<file path="src/rtl/uart_tx_fifo.sv">
// ---------------------------------------------------------------------------
// uart_tx_fifo
//
// Parametrised RS-232 transmitter with a small transmit FIFO. Host logic
// writes words with a ready/send handshake. The serialiser drains the FIFO
// and sends frames back-to-back when more words are waiting. A sticky
// overflow flag records any write attempted while the FIFO was full.
//
// Frame layout on uart_tx (idle high):
//   start (0) | DATA_BITS data, LSB first | optional parity | STOP_BITS stops (1)
// Every bit lasts exactly CLK_DIV clock cycles.
//
// Parameters:
//   CLK_DIV     clock cycles per serial bit (>= 2)
//   DATA_BITS   data bits per frame (5..9)
//   PARITY      0 = none, 1 = odd, 2 = even
//   STOP_BITS   number of stop bits (1 or 2)
//   FIFO_DEPTH  transmit FIFO entries (power of 2, >= 2)
//
// Ports:
//   clk         system clock
//   rst_n       synchronous reset, active-low
//   data        word to transmit
//   send        write strobe; the word is accepted when send && ready
//   ready       FIFO not full (derived from the registered count)
//   uart_tx     registered serial output, idle high
//   busy        FIFO non-empty or a frame in progress
//   fifo_count  number of entries currently queued
//   uart_ovf    sticky overflow flag, set by send && !ready
//   ovf_clr     clears uart_ovf (a simultaneous set takes priority)
// ---------------------------------------------------------------------------
module uart_tx_fifo #(
   parameter int CLK_DIV    = 100,
   parameter int DATA_BITS  = 8,
   parameter int PARITY     = 0,
   parameter int STOP_BITS  = 1,
   parameter int FIFO_DEPTH = 4
) (
   input  logic                          clk,
   input  logic                          rst_n,
   input  logic [DATA_BITS-1:0]          data,
   input  logic                          send,
   output logic                          ready,
   output logic                          uart_tx,
   output logic                          busy,
   output logic [$clog2(FIFO_DEPTH):0]   fifo_count,
   output logic                          uart_ovf,
   input  logic                          ovf_clr
);

   // Pointer, count, divider and bit-counter widths
   localparam int AW = $clog2(FIFO_DEPTH);
   localparam int CW = AW + 1;
   localparam int DW = $clog2(CLK_DIV);
   localparam int BW = $clog2(DATA_BITS + 1);

   localparam logic [CW-1:0] FULL_COUNT = CW'(FIFO_DEPTH);
   localparam logic [DW-1:0] DIV_LAST   = DW'(CLK_DIV - 1);
   localparam logic [BW-1:0] DATA_LAST  = BW'(DATA_BITS - 1);
   localparam logic [BW-1:0] STOP_LAST  = BW'(STOP_BITS - 1);

   typedef enum logic [2:0] {
      ST_IDLE,
      ST_START,
      ST_DATA,
      ST_PARITY,
      ST_STOP
   } tx_state_t;

   // FIFO storage and bookkeeping
   logic [DATA_BITS-1:0] mem [FIFO_DEPTH];
   logic [AW-1:0]        wr_ptr;
   logic [AW-1:0]        rd_ptr;
   logic [CW-1:0]        count;
   logic                 push;
   logic                 pop;
   logic                 empty;
   logic [DATA_BITS-1:0] head;
   logic                 head_parity;

   // Serialiser state
   tx_state_t            state;
   tx_state_t            state_n;
   logic [DW-1:0]        div_cnt;
   logic [DW-1:0]        div_n;
   logic [BW-1:0]        bit_cnt;
   logic [BW-1:0]        bit_n;
   logic [DATA_BITS-1:0] shift;
   logic [DATA_BITS-1:0] shift_n;
   logic                 par_bit;
   logic                 par_n;
   logic                 tx_reg;
   logic                 tx_n;
   logic                 bit_done;

   // Overflow flag
   logic                 ovf_reg;

   // The handshake is judged on the registered count only, so a write while
   // full is refused even if the serialiser happens to pop in that cycle.
   assign ready = (count != FULL_COUNT);
   assign empty = (count == '0);
   assign push  = send && ready;

   // The head word and its parity bit are computed here so that the parity
   // can be latched together with the word when the serialiser pops it.
   assign head        = mem[rd_ptr];
   assign head_parity = (PARITY == 1) ? ~(^head) : (^head);

   // The last cycle of each bit time is when the serialiser moves on.
   assign bit_done = (div_cnt == DIV_LAST);

   // FIFO storage: written on every accepted word. The array holds no reset
   // because emptiness is tracked purely through the pointers and count.
   always_ff @(posedge clk) begin
      if (push) begin
         mem[wr_ptr] <= data;
      end
   end

   // FIFO pointers and occupancy. Pointers wrap naturally because the depth
   // is a power of two. A push and pop in the same cycle cancel out in the
   // count while both pointers still advance.
   always_ff @(posedge clk) begin
      if (!rst_n) begin
         wr_ptr <= '0;
         rd_ptr <= '0;
         count  <= '0;
      end else begin
         if (push) begin
            wr_ptr <= wr_ptr + 1'b1;
         end
         if (pop) begin
            rd_ptr <= rd_ptr + 1'b1;
         end
         case ({push, pop})
            2'b10:   count <= count + 1'b1;
            2'b01:   count <= count - 1'b1;
            default: count <= count;
         endcase
      end
   end

   // Sticky overflow flag. A refused write sets it, and setting takes
   // priority over a clear that lands in the same cycle so that no overflow
   // event can be lost.
   always_ff @(posedge clk) begin
      if (!rst_n) begin
         ovf_reg <= 1'b0;
      end else if (send && !ready) begin
         ovf_reg <= 1'b1;
      end else if (ovf_clr) begin
         ovf_reg <= 1'b0;
      end
   end

   // Serialiser state register. uart_tx is registered here so the line never
   // glitches. A reset mid-frame returns the line high on that same edge and
   // abandons the frame.
   always_ff @(posedge clk) begin
      if (!rst_n) begin
         state   <= ST_IDLE;
         div_cnt <= '0;
         bit_cnt <= '0;
         shift   <= '0;
         par_bit <= 1'b0;
         tx_reg  <= 1'b1;
      end else begin
         state   <= state_n;
         div_cnt <= div_n;
         bit_cnt <= bit_n;
         shift   <= shift_n;
         par_bit <= par_n;
         tx_reg  <= tx_n;
      end
   end

   // Serialiser next-state logic. The value placed in tx_n on each transition
   // is the level of the first cycle of the bit being entered. This is why
   // the start bit appears one edge after the word is seen in the FIFO, and
   // why every bit lasts exactly CLK_DIV cycles. Leaving STOP with another
   // word waiting pops it directly into START, so there is no idle gap.
   always_comb begin
      state_n = state;
      div_n   = bit_done ? '0 : div_cnt + 1'b1;
      bit_n   = bit_cnt;
      shift_n = shift;
      par_n   = par_bit;
      tx_n    = tx_reg;
      pop     = 1'b0;

      case (state)
         ST_IDLE: begin
            div_n = '0;
            bit_n = '0;
            tx_n  = 1'b1;
            if (!empty) begin
               pop     = 1'b1;
               shift_n = head;
               par_n   = head_parity;
               tx_n    = 1'b0;
               state_n = ST_START;
            end
         end

         ST_START: begin
            if (bit_done) begin
               bit_n   = '0;
               tx_n    = shift[0];
               state_n = ST_DATA;
            end
         end

         ST_DATA: begin
            if (bit_done) begin
               if (bit_cnt == DATA_LAST) begin
                  bit_n = '0;
                  if (PARITY != 0) begin
                     tx_n    = par_bit;
                     state_n = ST_PARITY;
                  end else begin
                     tx_n    = 1'b1;
                     state_n = ST_STOP;
                  end
               end else begin
                  bit_n   = bit_cnt + 1'b1;
                  shift_n = shift >> 1;
                  tx_n    = shift[1];
               end
            end
         end

         ST_PARITY: begin
            if (bit_done) begin
               bit_n   = '0;
               tx_n    = 1'b1;
               state_n = ST_STOP;
            end
         end

         ST_STOP: begin
            tx_n = 1'b1;
            if (bit_done) begin
               if (bit_cnt == STOP_LAST) begin
                  bit_n = '0;
                  if (!empty) begin
                     pop     = 1'b1;
                     shift_n = head;
                     par_n   = head_parity;
                     tx_n    = 1'b0;
                     state_n = ST_START;
                  end else begin
                     state_n = ST_IDLE;
                  end
               end else begin
                  bit_n = bit_cnt + 1'b1;
               end
            end
         end

         default: begin
            div_n   = '0;
            bit_n   = '0;
            tx_n    = 1'b1;
            state_n = ST_IDLE;
         end
      endcase
   end

   // Output assignments. busy covers both queued words and the frame on the
   // wire, so it drops one cycle after the last stop bit when nothing waits.
   assign uart_tx    = tx_reg;
   assign busy       = (state != ST_IDLE) || (count != '0);
   assign fifo_count = count;
   assign uart_ovf   = ovf_reg;

endmodule

</file>
<file path="config.mk">
export PLATFORM = sky130hd
export DESIGN_NAME = uart_tx_fifo
export DESIGN_NICKNAME = d
export VERILOG_FILES = /design/src/rtl/uart_tx_fifo.sv
export SDC_FILE = /design/constraint.sdc
export NUM_CORES = 1
export LEC_CHECK = 0
export ABC_CLOCK_PERIOD_IN_PS = 3450
export CAP_MARGIN = 20
export CORE_ASPECT_RATIO = 1.2
export CORE_MARGIN = 5
export CORE_UTILIZATION = 45
export CTS_CLUSTER_DIAMETER = 120
export CTS_CLUSTER_SIZE = 16
export DETAILED_ROUTE_END_ITERATION = 10
export PLACE_DENSITY = 0.66
export SETUP_SLACK_MARGIN = 0.1
export SLEW_MARGIN = 20
export SYNTH_ARGS = -nofsm -noshare
export SYNTH_HDL_FRONTEND = slang
export SYNTH_SLANG_ARGS = --single-unit
</file>
<file path="constraint.sdc">
create_clock -name clk -period 3.45 [get_ports clk]
set_input_delay 0.69 -clock clk [delete_from_list [all_inputs] [get_ports clk]]
set_output_delay 0.69 -clock clk [all_outputs]
set_load 0.01 [all_outputs]
</file>
==> impl_metrics.env, run 1 <==
export IMPL_status="completed"
export IMPL_cp_top_family="simple AND/OR/NAND/NOR gates"
export IMPL_cp_arrival_ns=3.20
export IMPL_cts_resized=0
export IMPL_ctsHoldBuffers=0
export IMPL_layout_commonest_cell="dfxtp_1"
export IMPL_wl_per_cell_um=14.89
export IMPL_row_count=32
export IMPL_clock_sinks=65
export IMPL_comb_power_share_pct=27.8
export IMPL_switchingPower_mw=0.7735
export IMPL_gp_congestion=0.8049
export IMPL_grt_first_pass_wirelength_um=8838
export IMPL_clk_latency_ns=0.35
export IMPL_path_class="reg -> reg"
export IMPL_grt_max_degree=17
export IMPL_end_kind="flip-flop"
export IMPL_path_cells="inv_1, ha_1, nor3b_1, a31oi_1, nor2_1, ha_1, inv_1, fa_1, xor2_1, or3_1, a21oi_1"
export IMPL_antenna_cells=0
export IMPL_grt_pass1_vias=1894
export IMPL_coreArea_sq_mm=0.006406
export IMPL_yosysTopAreaCellShare_pct=32.76
export IMPL_synth_top_cell_by_area="edfxtp_1"
export IMPL_die_w_um=83.70
export IMPL_synth_yosys_seq_area_share_pct=55.29
export IMPL_ioPinCount=19
export IMPL_setup_tns_ns=0
export IMPL_max_freq_mhz=341.6
export IMPL_die_area_sq_mm=0.008239
export IMPL_clockPowerShare_pct=31.3
export IMPL_hpwl_um=3461
export IMPL_cts_buffers=9
export IMPL_finalSetupViolCount=0
export IMPL_power_density_mw_per_mm2=753.2
export IMPL_cp_start_kind="flip-flop"
export IMPL_max_stage_delay_ns=0.44
export IMPL_synthTopCellsByArea="edfxtp_1 (33%), dfxtp_1 (23%), mux4_2 (6.1%)"
export IMPL_drive_gt1_share_pct=14.67
export IMPL_min_period_over_period_pct=84.85
export IMPL_syn_nets=257
export IMPL_ir_worst_vdd_mv=0.3667
export IMPL_finalHoldViolations=0
export IMPL_layout_common_cells="dfxtp_1 (33), edfxtp_1 (32), nor2_1 (19)"
export IMPL_die_h_um=98.44
export IMPL_ys_ff_latch=65
export IMPL_start_util_pct=45.78
export IMPL_cap_violations=0
export IMPL_synth_edf_count=32
export IMPL_cts_tree="done"
export IMPL_dp_cells=328
export IMPL_critical_path_required_ns=3.72
export IMPL_clk_path_buf_depth=2
export IMPL_yosysWarnings=0
export IMPL_clockRootBuffer="clkbuf_8"
export IMPL_first_pass_iters=4
export IMPL_skew_ns=0.008235
export IMPL_ys_types=47
export IMPL_layoutNonFillerInstCount=344
export IMPL_area_growth_pct=15.70
export IMPL_antenna_found_initial=0
export IMPL_path_max_fanout=5
export IMPL_post_cts_setup_buffers=0
export IMPL_drv_slew=0
export IMPL_htreeDepth=3
export IMPL_swShare_pct=30.26
export IMPL_cp_slowest_cell="nor3b_1"
export IMPL_vias_per_cell=5.340
export IMPL_leakagePower_nw=1.204
export IMPL_synth_main_ff_cell="dfxtp_1"
export IMPL_grt_busiest_layer="met2"
export IMPL_synthArstFlopShare_pct=0
export IMPL_detail_route_antenna_nets=0
export IMPL_hold_path_class="reg -> reg"
export IMPL_clkSlewWorstSetupHoldPaths_ns=0.08
export IMPL_nets=275
export IMPL_power_frac_seq_pct=40.9
export IMPL_dr_first_iter_drc_count=138
export IMPL_grt_use_met2_pct=22.35
export IMPL_tightest_slew_ns=0.6774
export IMPL_post_route_min_period_ns=2.927
export IMPL_syn_area_per_cell_sq_um=12.43
export IMPL_grtUsageMet1_pct=15.96
export IMPL_grt_ovfl_total=0
export IMPL_intPower_mw=1.782
export IMPL_grtUsageTotal_pct=13.70
export IMPL_globalRouteMet3Util_pct=4.682
export IMPL_synthCells=236
export IMPL_portBuffers=18
export IMPL_syn_cell_area_sq_mm=0.002933
export IMPL_relSlewSlack_pct=54.79
export IMPL_routed_wl_um=5121
export IMPL_rsz0062_at_grt="false"
export IMPL_worst_path_buf_inv=2
export IMPL_drc=0
export IMPL_vias=1837
==> metal layers <==
layer / share of wire, % / vias up / wire length (um)
met5: 0 / - / 0
met4: 1.6 / 0 / 84
met3: 4.2 / 10 / 217
met2: 52 / 38 / 2649
met1: 42 / 879 / 2169
li1: - / 910 / -
==> power groups by stage <==
| stage | Clock [mW] | Combinational (mW) | Sequential (mW) |
|---|---|---|---|
| finish | 0.799 | 0.711 | 1.04 |
| CTS | 0.818 | 0.720 | 1.05 |
| global placement | 0 | 0.709 | 1.06 |
| global route | 0.861 | 0.789 | 1.07 |
| detailed placement | 0 | 0.712 | 1.06 |
| floorplan | 0 | 0.592 | 1.01 |
==> layout make-up <==
cell class	count	area, sq um
Fill cell	557	3013
Sequential cell	65	1622
Multi-Input combinational cell	148	1191
Timing Repair Buffer	18	180.2
Clock inverter	7	125.1
Clock buffer	9	123.9
Tap cell	85	106.4
Inverter	12	45.04
==> synth_stat cells (2+ instances only) <==
cell type  number
buf_6           4
nand2_1        11
o21ai_0         7
xnor2_1         6
o31ai_1         2
ha_1            8
a211oi_2        7
nor3_1          3
clkbuf_1        4
nor2b_1         2
nand3_1         8
edfxtp_1       32
inv_1          11
or3b_1          2
mux2i_1        11
a31oi_1         9
or3_1           3
nor2_1         19
dfxtp_1        33
a21oi_1         8
mux4_2          8
and2_1          3
xor2_1          4
buf_2           3
and3_1          6
==> worst paths after layout <==
path	cells past startpoint	from	end	slack (ns)
max reg2reg	11	bit_cnt[0]	fifo_count[2]	0.52
min	1	div_cnt[0]	div_cnt[0]	0.47
max	11	bit_cnt[0]	fifo_count[2]	0.52
min reg2reg	1	div_cnt[0]	div_cnt[0]	0.47
==> stage by stage <==
stage	utilization [%]	hold slack [ns]	worst slack, ns	power [mW]	cell area, sq um
floorplan	-	0.4302	0.8615	1.606	2933
global placement	49.08	0.4487	0.6887	1.768	3144
detailed placement	49.08	0.4612	0.5913	1.775	3144
CTS	52.97	0.4802	0.5068	2.586	3393
global route	52.97	0.4964	0.2138	2.716	3393
finish	52.97	0.4705	0.5228	2.556	3393
==> kinds of logic (layout without fill, tap and decap cells) <==
family          after synthesis  after routing  synth area share [%]
xor+xnor                     10             10                 2.986
compound gates               44             44                 11.31
buf+inv                      23             46                 4.095
simple gates                 66             66                 12.33
flops                        65             65                 55.29
mux                          19             19                 9.898
fa+ha+maj                     9              9                 4.096
==> state kept, by name, indices dropped and copies added (netlist names), named ones only <==
register    flops
shift           8
div_cnt         7
state           3
uart_tx         1
uart_ovf        1
wr_ptr          2
bit_cnt         4
mem            32
rd_ptr          2
fifo_count      3
(Power assumes the default switching activity.)
==> inputs of run 2 (changes only) <==
Settings changed: ABC_CLOCK_PERIOD_IN_PS 3450 to 2580, PLACE_DENSITY 0.66 to 0.69.
Clock period 3.45 ns to 2.58 ns, I/O delays scaled along.
==> run 2 against run 1 <==
Wire length grew 4.6%. Critical path depth is the same. Cell area grew 3.4%. Worst setup slack lost 0.30 ns. Cell count grew 3.2%. Combinational power grew 50%. Clock skew grew 0.0020 ns. Highest routed layer unchanged.
==> impl_metrics.env, run 2 (same netlist as run 1, synthesis figures left out) <==
export IMPL_cts_tree="done"
export IMPL_power_frac_seq_pct=40.8
export IMPL_status="completed"
export IMPL_largestRegisters="mem: 32 flops, shift: 8 flops, div_cnt: 7 flops"
export IMPL_ff2ff_setup_slack_ns=0.22
export IMPL_min_period_over_period_pct=91.49
export IMPL_routed_wl_um=5359
export IMPL_ir_worst_vdd_mv=0.4974
export IMPL_hpwl_um=3698
export IMPL_cp_start_kind="flip-flop"
export IMPL_drive_gt1_share_pct=21.11
export IMPL_vias_per_cell=5.279
export IMPL_top_register="mem"
export IMPL_relSlewSlack_pct=55.09
export IMPL_die_h_um=98.44
export IMPL_portBuffers=18
export IMPL_grt_ovfl_total=0
export IMPL_cp_arrival_ns=2.63
export IMPL_antenna_found_initial=0
export IMPL_drv_slew=0
export IMPL_path_max_fanout=3
export IMPL_critical_path_required_ns=2.85
export IMPL_r2r_end="fifo_count[2]"
export IMPL_nets=286
export IMPL_leakagePower_nw=1.246
export IMPL_finalHoldViolations=0
export IMPL_area_growth_pct=19.62
export IMPL_r2r_start="bit_cnt[0]"
export IMPL_finalSetupViolCount=0
export IMPL_setup_tns_ns=0
export IMPL_swShare_pct=31.41
export IMPL_intPower_mw=2.359
export IMPL_hp_start="div_cnt[0]"
export IMPL_skew_ns=0.01028
export IMPL_grt_max_degree=17
export IMPL_layout_common_cells="dfxtp_1 (32), edfxtp_1 (32), nor2_1 (18), clkdlybuf4s50_1 (18)"
export IMPL_start_util_pct=45.78
export IMPL_vias=1874
export IMPL_post_route_min_period_ns=2.360
export IMPL_antenna_cells=0
export IMPL_end_kind="flip-flop"
export IMPL_dr_first_iter_drc_count=93
export IMPL_grt_pass1_vias=2008
export IMPL_drc=0
export IMPL_largest_reg_flops=32
export IMPL_fin_ws_ns=0.2195
export IMPL_clockPowerShare_pct=28.0
export IMPL_pre_cts_ws_ns=0.1271
export IMPL_htreeDepth=3
export IMPL_max_freq_mhz=423.6
export IMPL_detail_route_antenna_nets=0
export IMPL_clk_path_buf_depth=2
export IMPL_cts_buffers=9
export IMPL_die_w_um=83.70
export IMPL_hold_path_class="reg -> reg"
export IMPL_grt_first_pass_wirelength_um=9342
export IMPL_first_pass_iters=5
export IMPL_wl_per_cell_um=15.10
export IMPL_rsz0062_at_grt="false"
export IMPL_row_count=32
export IMPL_clk_latency_ns=0.34
export IMPL_coreArea_sq_mm=0.006406
export IMPL_min_to="div_cnt[0]"
export IMPL_ioPinCount=19
export IMPL_gp_congestion=0.8297
export IMPL_hold_depth=1
export IMPL_path_class="reg -> reg"
export IMPL_cap_violations=0
export IMPL_grtUsageTotal_pct=14.10
export IMPL_switchingPower_mw=1.080
export IMPL_clock_sinks=65
export IMPL_power_density_mw_per_mm2=980.2
export IMPL_worstRegToRegCells=11
export IMPL_clockRootBuffer="clkbuf_8"
export IMPL_die_area_sq_mm=0.008239
export IMPL_clkSlewWorstSetupHoldPaths_ns=0.08
export IMPL_tightest_slew_ns=0.6728
export IMPL_comb_power_share_pct=31.1
## run 2: cell types whose count changed in the layout (fill, tap and decap cells not counted), sizes merged
cell,before,now
clkinv,1,0
clkinvlp,0,3
buf,0,11
inv,15,14
bufinv,3,2
## run 2: worst max-delay path by stage
stage,from,end,cells after the start
after floorplan,div_cnt[2],fifo_count[2],9
after global placement,send,fifo_count[2],9
after detailed placement,send,fifo_count[2],9
after CTS,div_cnt[0],fifo_count[2],10
after global routing,bit_cnt[0],fifo_count[2],11
final,bit_cnt[0],fifo_count[2],11
## run 2: through the flow
stage	power, mW	utilization [%]	hold slack, ns	std cells	instance area [sq um]
final	3.439	54.77	0.4712	355	3508
after detailed placement	2.436	50.25	0.4565	337	3219
after global placement	2.412	50.25	0.4457	337	3219
after global routing	3.652	54.77	0.5003	355	3508
after floorplan	2.153	-	0.4302	236	2942
after CTS	3.412	53.75	0.4750	353	3443
## run 2: what timing repair did
action,in CTS,in global routing
hold endpoints to repair,0,0
endpoints found under the setup margin,0,2
resized for setup,0,10
setup buffers,0,2
hold buffers,0,0
## run 2: layer usage
layer,routed length (um),vias to the layer above,GRT usage (%)
met5,0,-,0
met4,78,0,6.559
met3,225,9,4.097
met2,2746,47,22.96
met1,2308,889,17.28
li1,-,929,-
## run 2: power by group through the flow
stage               sequential (mW)  clock, mW  combinational, mW
global placement               1.42          0              0.996
CTS                            1.40      0.986               1.03
finish                         1.40      0.964               1.07
global route                   1.43       1.04               1.18
detailed placement             1.42          0               1.01
floorplan                      1.36          0              0.797
## run 2: worst max-delay path: stages, from the launching register on
cell     delay [ns]
dfxtp_1        0.33
inv_1          0.09
ha_1           0.15
nor3b_4        0.23
a31oi_4        0.15
nor2_4         0.17
ha_4           0.15
inv_1          0.04
fa_1           0.37
xor2_1         0.15
or3_1          0.30
a21oi_1        0.14
## run 2: cell type report
type,count,area [sq um]
Fill cell,568,2898
Sequential cell,65,1623
Inverter,12,45.04
Tap cell,85,106.4
Clock buffer,9,123.9
Clock inverter,7,100.1
Multi-Input combinational cell,148,1247
Timing Repair Buffer,29,262.8
==> inputs of run 3 (changes only) <==
Settings changed: SETUP_SLACK_MARGIN 0.1 to default.
==> run 3 against run 2 <==
Sequential share of layout area increased by 1.1 points. Global-route usage fell by 0.12 points. Utilization fell by 1.3 points. Power shrank 4.0%. Worst hold slack got worse by 0.0095 ns. Register-to-register slack worse by 0.05 ns. Cell area is 2.5% lower. Critical path type unchanged. Critical endpoint unchanged. Highest routed layer unchanged.
==> impl_metrics.env, run 3 (same netlist as run 1, synthesis figures left out) <==
export IMPL_detail_route_antenna_nets=0
export IMPL_drv_slew=0
export IMPL_drc=0
export IMPL_leakagePower_nw=1.226
export IMPL_clk_path_buf_depth=2
export IMPL_finalSetupViolCount=0
export IMPL_post_route_min_period_ns=2.410
export IMPL_finalHoldViolations=0
export IMPL_largestRegisters="mem: 32 flops, shift: 8 flops, div_cnt: 7 flops"
export IMPL_ctsHoldBuffers=0
export IMPL_coreArea_sq_mm=0.006406
export IMPL_htreeDepth=3
export IMPL_hpwl_um=3700
export IMPL_tightest_slew_ns=0.6610
export IMPL_ioPinCount=19
export IMPL_wl_per_cell_um=14.95
export IMPL_relSlewSlack_pct=55.89
export IMPL_clk_latency_ns=0.34
export IMPL_clockRootBuffer="clkbuf_8"
export IMPL_antenna_cells=0
export IMPL_finalPower_mw=3.301
export IMPL_cp_start_kind="flip-flop"
export IMPL_area_growth_pct=16.68
export IMPL_rsz0062_at_grt="false"
export IMPL_end_kind="flip-flop"
export IMPL_critical_path_required_ns=2.85
export IMPL_grt_max_degree=17
export IMPL_grt_ovfl_total=0
export IMPL_regArea_sq_mm=0.001622
export IMPL_ir_worst_vdd_mv=0.6713
export IMPL_grt_first_pass_wirelength_um=9142
export IMPL_path_cells="or3b_4, and2_1, inv_2, ha_1, inv_1, fa_1, xor2_1, or3_1, a21oi_1"
export IMPL_portBuffers=18
export IMPL_path_max_fanout=6
export IMPL_cts_buffers=9
export IMPL_path_class="reg -> reg"
export IMPL_die_area_sq_mm=0.008239
export IMPL_vias=1877
export IMPL_vias_per_cell=5.332
export IMPL_min_period_over_period_pct=93.43
export IMPL_cts_tree="done"
export IMPL_fillers=572
export IMPL_power_density_mw_per_mm2=964.6
export IMPL_cp_slowest_cell="or3b_4"
export IMPL_setup_tns_ns=0
export IMPL_layout_commonest_cell="dfxtp_1"
export IMPL_largest_reg_flops=32
export IMPL_routed_wl_um=5263
export IMPL_clock_sinks=65
export IMPL_cap_violations=0
export IMPL_status="completed"
export IMPL_worst_path_buf_inv=2
export IMPL_max_stage_delay_ns=0.43
export IMPL_ff2ff_setup_slack_ns=0.17
export IMPL_drive_gt1_share_pct=18.35
export IMPL_antenna_found_initial=0
export IMPL_skew_ns=0.007825
export IMPL_gp_congestion=0.8260
export IMPL_dr_first_iter_drc_count=106
export IMPL_die_h_um=98.44
export IMPL_nets=283
export IMPL_top_register="mem"
export IMPL_row_count=32
export IMPL_clkSlewWorstSetupHoldPaths_ns=0.08
export IMPL_hold_path_class="reg -> reg"
export IMPL_cp_top_family="simple AND/OR/NAND/NOR gates"
export IMPL_multiInputGateArea_sq_mm=0.001201
export IMPL_first_pass_iters=4
export IMPL_die_w_um=83.70
export IMPL_cp_arrival_ns=2.68
export IMPL_grtUsageTotal_pct=13.98
export IMPL_max_freq_mhz=414.9
export IMPL_layout_common_cells="dfxtp_1 (33), edfxtp_1 (32), nor2_1 (18), clkdlybuf4s50_1 (18)"
export IMPL_grt_pass1_vias=1963
export IMPL_start_util_pct=45.78
==> run 3: what timing repair did <==
| item | 4_1_cts | 5_1_grt |
|---|---|---|
| setup endpoints to repair | 0 | 1 |
| hold endpoints to repair | 0 | 0 |
| setup buffers | 0 | 0 |
| resized for setup | 0 | 2 |
==> run 3: final timing paths <==
path | endpoint | cells after the start | start
worst min register to register | shift[7] | 2 | shift[7]
worst min-delay path | shift[7] | 2 | shift[7]
worst max register to register | fifo_count[2] | 9 | fifo_count[2]
worst max-delay path | fifo_count[2] | 9 | fifo_count[2]
==> run 3: layer usage <==
metal  wire length [um]  share of wire, %  global-route usage [%]  vias to the layer above
met5                  0                 0                       0                        -
met4                 94               1.8                   6.312                        0
met3                232               4.4                   3.428                       11
li1                   -                 -                       -                      928
met2               2684                51                   24.07                       36
met1               2252                43                   16.48                      902
==> run 3: layout make-up <==
cell class	instances	area share (%)
inverters	12	1.316
well taps	85	3.108
multi-input cells	148	35.10
clock buffers	9	3.620
flip-flops and latches	65	47.39
clock inverters	7	2.450
repair buffers	26	7.020
==> run 3: worst register-to-register path, delay by kind of cell (launching register included) <==
kind | cells | cell delay (ns)
flops | 1 | 0.41
compound gates | 1 | 0.14
fa+ha+maj | 2 | 0.55
buf+inv | 2 | 0.13
xor+xnor | 1 | 0.16
simple gates | 3 | 0.95
==> run 3: power breakdown <==
| part | switching (mW) | internal [mW] |
|---|---|---|
| Clock | 0.425 | 0.464 |
| Sequential | 0.143 | 1.26 |
| Combinational | 0.495 | 0.516 |
| Total | 1.06 | 2.24 |
==> run 3: metrics by stage <==
step                      util (%)  instances  worst slack (ns)  hold WS (ns)  area, sq um
after floorplan                  -        236           0.06797        0.4302         2935
after global routing         53.42        352           0.01572        0.4980         3422
after detailed placement     50.06        336            0.1068        0.4564         3207
final                        53.42        352            0.1696        0.4618         3422
after global placement       50.06        336            0.1633        0.4422         3207
after CTS                    53.30        352            0.1202        0.4662         3415
